**src/rtl/p_out_stage.sv**
```systemverilog
// P output stage of the DSP slice: P/carry register, pattern detector,
// overflow/underflow flags and optional pattern-driven auto-reset of P.
module p_out_stage #(
  parameter int WIDTH            = 48,
  parameter int PREG             = 1,
  parameter int AUTORESET_PATDET = 0
) (
  input  logic             clk,
  input  logic             rst_n,
  input  logic             rstp,
  input  logic             cep,
  input  logic [WIDTH-1:0] alu_p,
  input  logic             alu_carryout,
  input  logic             carry_valid,
  input  logic [WIDTH-1:0] pattern,
  input  logic [WIDTH-1:0] mask,
  output logic [WIDTH-1:0] p,
  output logic             carryout,
  output logic             patterndetect,
  output logic             patternbdetect,
  output logic             overflow,
  output logic             underflow
);

  logic pd_c;
  logic pbd_c;
  logic cy_c;

  // Masked bits count as matching for both the pattern and its complement.
  assign pd_c  = &(~(alu_p ^ pattern) | mask);
  assign pbd_c = &((alu_p ^ pattern) | mask);
  assign cy_c  = carry_valid ? alu_carryout : 1'b0;

  generate
    if (PREG == 1) begin : g_preg
      logic [WIDTH-1:0] p_r;
      logic             cy_r;
      logic             pd_r;
      logic             pbd_r;
      logic             pd_past;
      logic             pbd_past;
      logic             auto_rst;

      // Auto-reset looks only at registered detector state, never at the ALU.
      always_comb begin
        auto_rst = 1'b0;
        if (AUTORESET_PATDET == 1) begin
          auto_rst = pd_r;
        end else if (AUTORESET_PATDET == 2) begin
          auto_rst = pd_past & ~pd_r;
        end
      end

      always_ff @(posedge clk or negedge rst_n) begin
        if (!rst_n) begin
          p_r      <= '0;
          cy_r     <= 1'b0;
          pd_r     <= 1'b0;
          pbd_r    <= 1'b0;
          pd_past  <= 1'b0;
          pbd_past <= 1'b0;
        end else if (rstp) begin
          p_r      <= '0;
          cy_r     <= 1'b0;
          pd_r     <= 1'b0;
          pbd_r    <= 1'b0;
          pd_past  <= 1'b0;
          pbd_past <= 1'b0;
        end else if (cep) begin
          pd_past  <= pd_r;
          pbd_past <= pbd_r;
          if (auto_rst) begin
            p_r   <= '0;
            cy_r  <= 1'b0;
            pd_r  <= 1'b0;
            pbd_r <= 1'b0;
          end else begin
            p_r   <= alu_p;
            cy_r  <= cy_c;
            pd_r  <= pd_c;
            pbd_r <= pbd_c;
          end
        end
      end

      assign p              = p_r;
      assign carryout       = cy_r;
      assign patterndetect  = pd_r;
      assign patternbdetect = pbd_r;
      // A detect that was true last cycle and is now lost on both sides.
      assign overflow       = pd_past & ~pd_r & ~pbd_r;
      assign underflow      = pbd_past & ~pd_r & ~pbd_r;
    end else begin : g_comb
      logic unused_ok;
      assign unused_ok = &{1'b0, clk, rst_n, rstp, cep};

      assign p              = alu_p;
      assign carryout       = cy_c;
      assign patterndetect  = pd_c;
      assign patternbdetect = pbd_c;
      assign overflow       = 1'b0;
      assign underflow      = 1'b0;
    end
  endgenerate

endmodule

```
**config.mk**
```make
export PLATFORM = sky130hd
export DESIGN_NAME = p_out_stage
export DESIGN_NICKNAME = d
export VERILOG_FILES = /design/src/rtl/p_out_stage.sv
export SDC_FILE = /design/constraint.sdc
export NUM_CORES = 1
export LEC_CHECK = 0
export BUFFER_PORTS_ARGS = -buffer_cell sky130_fd_sc_hd__buf_4
export CAP_MARGIN = 20
export CORE_ASPECT_RATIO = 0.6
export CORE_UTILIZATION = 48
export CTS_BUF_LIST = sky130_fd_sc_hd__clkbuf_8
export DETAILED_ROUTE_END_ITERATION = 6
export PLACE_DENSITY = 0.87
export SLEW_MARGIN = 10
export SYNTH_ARGS = -nofsm -noshare
export SYNTH_HDL_FRONTEND = slang
export SYNTH_SLANG_ARGS = --single-unit
```
**constraint.sdc**
```tcl
create_clock -name clk -period 1.6 [get_ports clk]
set_input_delay 0.32 -clock clk [delete_from_list [all_inputs] [get_ports clk]]
set_output_delay 0.32 -clock clk [all_outputs]
set_load 0.02 [all_outputs]
```
# --- Word level (Yosys, flattened, before mapping) ---
# Index checks and enable logic that the tools add are counted.
classes:
  n_addsub: 0
  multipliers: 0
  div: 0
  magnitude_cmp: 0
  n_eq_ne: 0
  shifts: 0
  n_mux: 13
  n_bitwise: 10
  reduce_logical: 3
op_table:
  columns: ["operator", "n"]
  rows:
  - ["48-bit two-way mux", 2]
  - ["48-bit OR", 2]
  - ["48-bit AND reduction", 2]
  - ["48-bit NOT", 1]
  - ["48-bit XOR", 1]
  - ["1-bit two-way mux", 11]
  - ["1-bit bitwise AND", 4]
  - ["1-bit NOT", 2]
  - ["2-bit nonzero test", 1]
totals:
  regBits: 53
  latchBits: 0
  ram_bits: 0
  romBits: 0
  input_bits: 150
  out_inout_bits: 53
  elab_cells: 32
  memories: 0

# --- Longest topological paths before layout ---
# Gate-level depths: netlist of the first run.
logic_depth:
  ltp_word: 6
  ltp_mapped: 6
  ltp_nobuf: 5

# --- Worst setup path after synthesis of the first run ---
# OpenSTA, ideal clock, no wires.
synth_timing:
  path_type: "register -> output"
  startpoint: "reg g_preg.pbd_r (netlist: patternbdetect)"
  endpoint: "out overflow"
  t_arrival_ns: 1.040
  required_ns: 1.280
  slack_ns: 0.240
  path_stages_with_launch: 2
  n_path_buf: 0
  cell_sequence: "dfrtp_1 > nor3b_1"
synth_via:
  elab_chain_cells: 2
synth_lines:
  columns: ["element", "line", "text"]
  rows:
  - ["start, declared", "39", "logic pbd_r;"]
  - ["start signal, assigned", "81", "pbd_r <= pbd_c;"]
  - ["1-bit NOT", "91", "assign overflow = pd_past & ~pd_r & ~pbd_r;"]
  - ["1-bit bitwise AND", "91", null]
  - ["end, declared", "21", "output logic overflow,"]
# No other way between the ends.

# --- Worst setup path in the final report of the first run ---
# Ends and elaborated chain as after synthesis.

==> summary.txt, run 1 <==
Outcome
  – Outcome: finished clean

Route
  – Via count: 3326
  – Vias/cell: roughly 5.4
  – Post-DR wirelength/cell: 18.2 µm
  – Detailed Route WL: 11200 µm
  – Drt first pass iters: 5
  – Drt initial violations: 232
  – Post-DRT Antenna Nets: 0
  – DRC violations left: 0

Final layout
  – Layout Nets: 683
  – FILL cells: 464
  – ANT cells: 0
  – Area occupied by multi-input gates: around 1700 µm²
  – Register area: 1330 µm²
  – Area grow syn2layout: 53.5%
  – Layout cell share with drive strength beyond 1: 0.412

Logic synthesis
  – Number of synthesized register bits: 53
  – Post-synthesis xor/xnor area fraction: 0.132
  – Largest family of logic cells by synthesized area: simple AND/OR/NAND/NOR gates
  – Post-Synthesis Cells: 332
  – Synthesized area: approximately 3200 µm²
  – Yosys warns: 0
  – Synthesized net count: 482
  – Sequential area share after synthesis: 0.416
  – Mapped Avg Cell Area: 9.60 µm²
  – Ys flop type: dfrtp_1
  – Async set-reset flop share out of synthesis: 1.00
  – Compound-Gate Fraction of Synth Area: 0.0891
  – Synth Area in Adders: 0
  – Post-synth cell types: 26
  – Post-synth EDFFs: 0
  – Fraction of the mapped netlist area in simple logic gates: 0.161
  – Mux cell area share after synthesis: 0.157

Setup path
  – Startpoint Class: flip-flop
  – Req. time, crit path: 1.28 ns
  – Setup CP Type: flip-flop to primary output
  – Largest fanout on the critical path: 5
  – WP data arrival: around 1.2 ns
  – Critical Path, Cell by Cell: nor3b_1 > buf_4
  – Slowest-stage cell, CP: dfrtp_2
  – CP endpoint kind: primary output
  – Max incr delay on CP: 0.48 ns

Timing
  – Clock skew: ~0.0041 ns
  – Hold Fails Final Rpt: 0
  – Worst-Margin Slew: 0.698 ns
  – Fin crit share: 0.952
  – F_max: 0.656 GHz
  – Final Max Slew Viols: 0
  – # setup viols final: 0
  – Unrepaired setup endpoints after global routing: no
  – Period minus WS final: 1.52 ns
  – Hold WS: 0.0263 ns
  – Max-slew headroom: 0.535
  – Fin Setup TNS: 0 ns

Clocking
  – Root Buffer: clkbuf_8
  – # hold bufs at CTS: 0
  – H-tree Lvls: 2
  – CTS tree: yes
  – CTS Buf Count: 5
  – Worst-path clk slew: around 0.1 ns
  – Max Buffers Root-to-Sink: 2
  – Clk sinks: 53
  – Clk Latency, worst-skew pair: between 0.3 and 0.4 ns
  – Post-CTS setup buffers: 0

Floorplan
  – Starting Density: 0.510
  – CORE AREA: 6250 µm²
  – IO Count: 203
  – Chip Width: 107 µm
  – Die ar.: about 7000 µm²
  – Chip height: between 60 and 70 µm
  – # rows: 22

Global routing
  – Number of global-route vias before repair: 3358
  – Global-route wire length before repair: approximately 17000 µm
  – Largest net degree at the start of global routing: 54
  – GRT Residual Overflow: 0
  – Initial antenna violation count: 0
  – Total GRT Usage: 0.325

Pwr
  – Pwr dens: 682 nW/µm²
  – Max rail drop VDD: 0.000392 V
  – Leak: between 2 and 3 nW

Run
  – Max-Cap Viols: 0

Hold path
  – Min-delay worst type: primary input to asynchronous set/reset pin

Placement
  – GP Congestion: 0.976
  – I/O Buffers: 202
  – Hpwl dp: 9040 µm
[power breakdown]
group / switching [mW] / internal [mW]
combinational: 0.558 / 0.573
clock: 0.456 / 0.303
sequential: 0.0411 / 1.41
[layout by cell type (no fill, tap or decap)]
cell        count
o21ai_0         1
mux2i_1        50
o22ai_1        22
nor2_1         57
or2b_1          3
o22a_1          1
buf_12          1
nor3_1          3
a22oi_1        10
buf_4         205
xnor2_1        48
nand4_1         9
nor4_1          2
a32o_2          1
nor2b_1         1
nor3b_2         1
clkbuf_8        5
clkinv_2        2
dfrtp_2         1
nand3_1         3
nand2_1         2
nor3b_1         1
a22oi_2         2
inv_1          24
nand2b_1       22
o31ai_1         1
a21oi_1         1
clkinvlp_4      1
o2111ai_1       1
dfrtp_1        52
nor4_2          1
[cells in the mapped netlist, types with 3 or more instances]
cell      instances  share of area
clkbuf_1          6         0.0071
nor2_1           57          0.067
mux2i_1          50           0.16
buf_2             6         0.0094
a22oi_1          10          0.024
nand3_1           3         0.0047
or2b_1            3         0.0071
inv_1            24          0.028
dfrtp_1          53           0.42
o22ai_1          22          0.043
nor3_1            3         0.0047
xnor2_1          48           0.13
nand4_1           9          0.018
nand2b_1         22          0.043
[cell type report]
type / instances / area share
multi-input cells: 243 / 0.352
repair buffers: 206 / 0.319
flip-flops and latches: 53 / 0.271
well taps: 84 / 0.0215
inverters: 24 / 0.0184
clock buffers: 5 / 0.0141
clock inverters: 3 / 0.00358
[path summary, 6_finish.rpt]
| kind | startpoint | end | slack (ns) | depth (start not counted) |
|---|---|---|---|---|
| worst max register to register | patternbdetect | patternbdetect | 0.77 | 1 |
| worst min register to register | g_preg.pbd_past | g_preg.pbd_past | 0.53 | 2 |
| worst min-delay path | rst_n | p[21] | 0.03 | 1 |
| max in group asynchronous | rst_n | patternbdetect | 1.04 | 1 |
| worst max-delay path | patternbdetect | overflow | 0.08 | 2 |
| min in group clk | alu_p[22] | p[22] | 0.27 | 3 |
[layer usage]
metal / share of wire / wire, µm / GRT usage / up-vias
met3: 0.13 / 1430 / 0.128 / 22
met5: 0 / 0 / 0 / -
met4: 0.013 / 148 / 0.0548 / 0
met1: 0.39 / 4430 / 0.417 / 1586
li1: - / - / - / 1533
met2: 0.46 / 5210 / 0.530 / 185
[flip-flops by register name, summed over array words and instances, names as in the netlist]
name / flops
g_preg.pbd_past: 1
carryout: 1
g_preg.pd_past: 1
patternbdetect: 1
patterndetect: 1
p: 48
[stage by stage]
stage               utilization  total power, mW  instances  setup WS (ns)  cell area [µm²]
finish                    0.783             3.34        618         0.0760             4890
global route              0.783             3.50        618         0.0208             4890
CTS                       0.782             3.34        618         0.0787             4890
detailed placement        0.768             2.59        610         -0.130             4800
global placement          0.768             2.57        610        0.00317             4800
floorplan                     -             1.98        332          0.240             3190
[what timing repair did]
| item | 4_1_cts | 5_1_grt |
|---|---|---|
| endpoints found under the setup margin | 0 | 1 |
| resized for setup | 0 | 2 |
| hold endpoints to repair | 0 | 0 |
[cell families (layout without fill, tap and decap cells)]
group,after synthesis,count (layout)
AO/OA/AOI/OAI,40,40
multiplexers,50,50
buffers and inverters,36,238
AND/OR/NAND/NOR,105,105
flip-flops,53,53
XOR/XNOR,48,48
[critical path, delay by kind of cell, from the launching register on]
family | cells | cell delay [ns]
and+or+nand+nor | 1 | 0.23
buffers and inverters | 1 | 0.19
DFF | 1 | 0.48
Power figures use the tool's default switching activity.
==> inputs of run 2 (changes only) <==
ABC_AREA = 1   (was default)
CORE_UTILIZATION = 50   (was 48)
PLACE_DENSITY = 0.86   (was 0.87)
==> summary.txt, run 2 <==
Global routing
  – Total GRT Usage: 0.292 (-0.0331)
  – Global-route wire length before repair: 17500 µm (+3.3%)
  – Largest net degree at the start of global routing: 38 (-30%)
  – Initial antenna violation count: 0 (unchanged)
  – Number of global-route vias before repair: 4049 (+21%)
  – GRT Residual Overflow: 0 (unchanged)

Route
  – Vias/cell: 4.85 (-9.8%)
  – Via count: 4272 (+28%)
  – Drt first pass iters: 5 (unchanged)
  – DRC violations left: 0 (unchanged)
  – Post-DRT Antenna Nets: 0 (unchanged)
  – Detailed Route WL: 11500 µm (+2.5%)
  – Drt initial violations: 270 (+16%)
  – Post-DR wirelength/cell: 13.1 µm (-28%)

Floorplan
  – CORE AREA: 6910 µm² (+11%)
  – # rows: 23 (+4.5%)
  – Starting Density: 0.536 (+0.0262)
  – Chip height: 68.7 µm (+5.5%)
  – Chip Width: 113 µm (+5.5%)
  – IO Count: 203 (unchanged)
  – Die ar.: 7770 µm² (+11%)

Timing
  – # setup viols final: 0 (unchanged)
  – Unrepaired setup endpoints after global routing: no
  – F_max: 0.664 GHz (+1.2%)
  – Final Max Slew Viols: 0 (unchanged)
  – Fin crit share: 0.941 (-0.0111)
  – Clock skew: 0.00382 ns (-0.000256 ns)
  – Max-slew headroom: 0.613 (+0.0788)
  – Worst-Margin Slew: 0.579 ns (-0.119 ns)
  – Fin Setup TNS: 0 ns (unchanged)
  – Period minus WS final: 1.51 ns (-0.0178 ns)
  – Hold Fails Final Rpt: 0 (unchanged)

Clocking
  – Post-CTS setup buffers: 0 (unchanged)
  – Clk Latency, worst-skew pair: 0.30 ns (about the same)
  – CTS Buf Count: 5 (unchanged)
  – Post-CTS Resized: 0 (unchanged)
  – # hold bufs at CTS: 1 (+1)
  – Max Buffers Root-to-Sink: 2 (unchanged)
  – CTS tree: yes
  – H-tree Lvls: 2 (unchanged)
  – Worst-path clk slew: 0.10 ns (about the same)
  – Clk sinks: 53 (unchanged)
  – Root Buffer: clkbuf_8

Setup path
  – Req. time, crit path: 1.28 ns (about the same)
  – Startpoint Class: flip-flop
  – WP data arrival: 1.19 ns (about the same)
  – CP endpoint kind: primary output
  – Largest fanout on the critical path: 5 (unchanged)
  – Setup CP Type: flip-flop to primary output

Outcome
  – Outcome: finished clean

Logic synthesis
  – Most common cell in the netlist: nand2_1
  – Synthesized net count: 737 (+53%)
  – Yosys warns: 0 (unchanged)
  – Post-synth EDFFs: 0 (unchanged)
  – Commonest cells in the synthesized netlist: 256 x nand2_1, 110 x inv_1, 53 x dfrtp_1
  – Number of synthesized register bits: 53 (unchanged)
  – Async set-reset flop share out of synthesis: 1.00 (unchanged)
  – Yosys top cell by area: dfrtp_1
  – Mapped Avg Cell Area: 6.31 µm² (-34%)
  – Synth top area cells: dfrtp_1 36%, nand2_1 26%, inv_1 11%
  – Post-Synthesis Cells: 587 (+77%)
  – Post-synth cell types: 20 (-23%)
  – Sequential area share after synthesis: 0.358 (-0.0580)
  – Synthesized area: 3700 µm² (+16%)
  – Ys flop type: dfrtp_1
  – Yosys top cell area share: 0.358 (-0.0580)

Pwr
  – Leak: 3.40 nW (+33%)
  – Comb pwr share: 0.332 (-0.007)
  – Pwr dens: 612 nW/µm² (-10%)
  – P_int: 2.28 mW (-0.22%)
  – Net switching power: 1.06 mW (+0.15%)
  – Seq pwr share: 0.434 (about the same)
  – Max rail drop VDD: 0.000372 V (-5.3%)
  – Switch share: 0.317 (+0.000786)
  – Clk pwr share: 0.233 (+0.006)

Hold path
  – Min-delay worst type: primary input to flip-flop

Final layout
  – ANT cells: 0 (unchanged)
  – Commonest cells after routing, fill and taps aside: 256 x nand2_1, 206 x buf_4, 111 x inv_1
  – Layout Nets: 943 (+38%)
  – Layout cell share with drive strength beyond 1: 0.288 (-0.124)
  – Area grow syn2layout: 47.0%
  – Largest register FFs: 48 (unchanged)
  – Final cell count without fillers: 880 (+42%)
  – Commonest non-fill, non-tap cell in the layout: nand2_1

Placement
  – Placed insts: 872 (+43%)
  – GP Congestion: 0.886 (-9.3%)
  – I/O Buffers: 202 (unchanged)
  – Hpwl dp: 9420 µm (+4.2%)

Run
  – Max-Cap Viols: 0 (unchanged)
[run 2: changes by cell type after synthesis, sizes merged, moves of 15 or more]
cell,before,now
nand2,2,256
inv,24,112
mux2i,50,0
o21ai,1,38
xnor2,48,11
nand3,3,36
nor2,57,34
nand2b,22,0
o22ai,22,0
a22o,0,15
[run 2: cells by family after synthesis]
kind of cell | share of synthesized area
xor+xnor | 0.0544
flops | 0.358
compound gates | 0.0996
simple gates | 0.360
buf+inv | 0.128
[run 2: layout make-up]
cell class                 instances  area, µm²
clock buffer                       6       82.6
fill                             511       1460
sequential                        53       1330
tap                               87        109
timing repair buffer             209       1600
clock inverter                     1       3.75
inverter                         112        420
multi-input combinational        412       1910
[run 2: path summary, 6_finish.rpt]
| kind | start | slack [ns] | endpoint | cells after the start |
|---|---|---|---|---|
| max | patternbdetect | 0.09 | overflow | 2 |
| min | alu_p[46] | 0.23 | p[46] | 3 |
| max reg2reg | patterndetect | 0.84 | g_preg.pd_past | 2 |
| min reg2reg | p[22] | 0.49 | p[22] | 2 |
| max in group asynchronous | rst_n | 0.64 | p[23] | 3 |
| min in group asynchronous | rst_n | 0.48 | p[3] | 2 |
[run 2: stage by stage]
| stage | power [mW] | utilization | area [µm²] | hold WS [ns] | setup slack, ns |
|---|---|---|---|---|---|
| after floorplan | 1.99 | - | 3700 | 0.0244 | 0.276 |
| after global placement | 2.53 | 0.775 | 5350 | 0.263 | 0.233 |
| after detailed placement | 2.57 | 0.775 | 5350 | 0.265 | 0.241 |
| after CTS | 3.32 | 0.789 | 5450 | 0.230 | 0.103 |
| after global routing | 3.52 | 0.789 | 5450 | 0.236 | 0.0518 |
| final | 3.34 | 0.789 | 5450 | 0.227 | 0.0938 |
[run 2: power groups by stage]
stage / registers [mW] / clock network (mW) / logic, mW
2_1_floorplan: 1.56 / 0 / 0.432
3_3_place_gp: 1.47 / 0 / 1.06
3_5_place_dp: 1.47 / 0 / 1.10
4_1_cts: 1.45 / 0.769 / 1.11
5_1_grt: 1.46 / 0.842 / 1.22
6_report: 1.45 / 0.779 / 1.11
[run 2: layer usage]
layer / track usage / vias to the layer above / wire (µm)
li1: - / 2166 / -
met1: 0.325 / 1926 / 4570
met2: 0.563 / 165 / 5860
met3: 0.0787 / 15 / 938
met4: 0.0839 / 0 / 131
met5: 0 / - / 0
[run 2: critical path, cell delays in order, from the launching register on]
cell and delay (ns):
dfrtp_1 0.45, nor3_1 0.24, buf_4 0.19
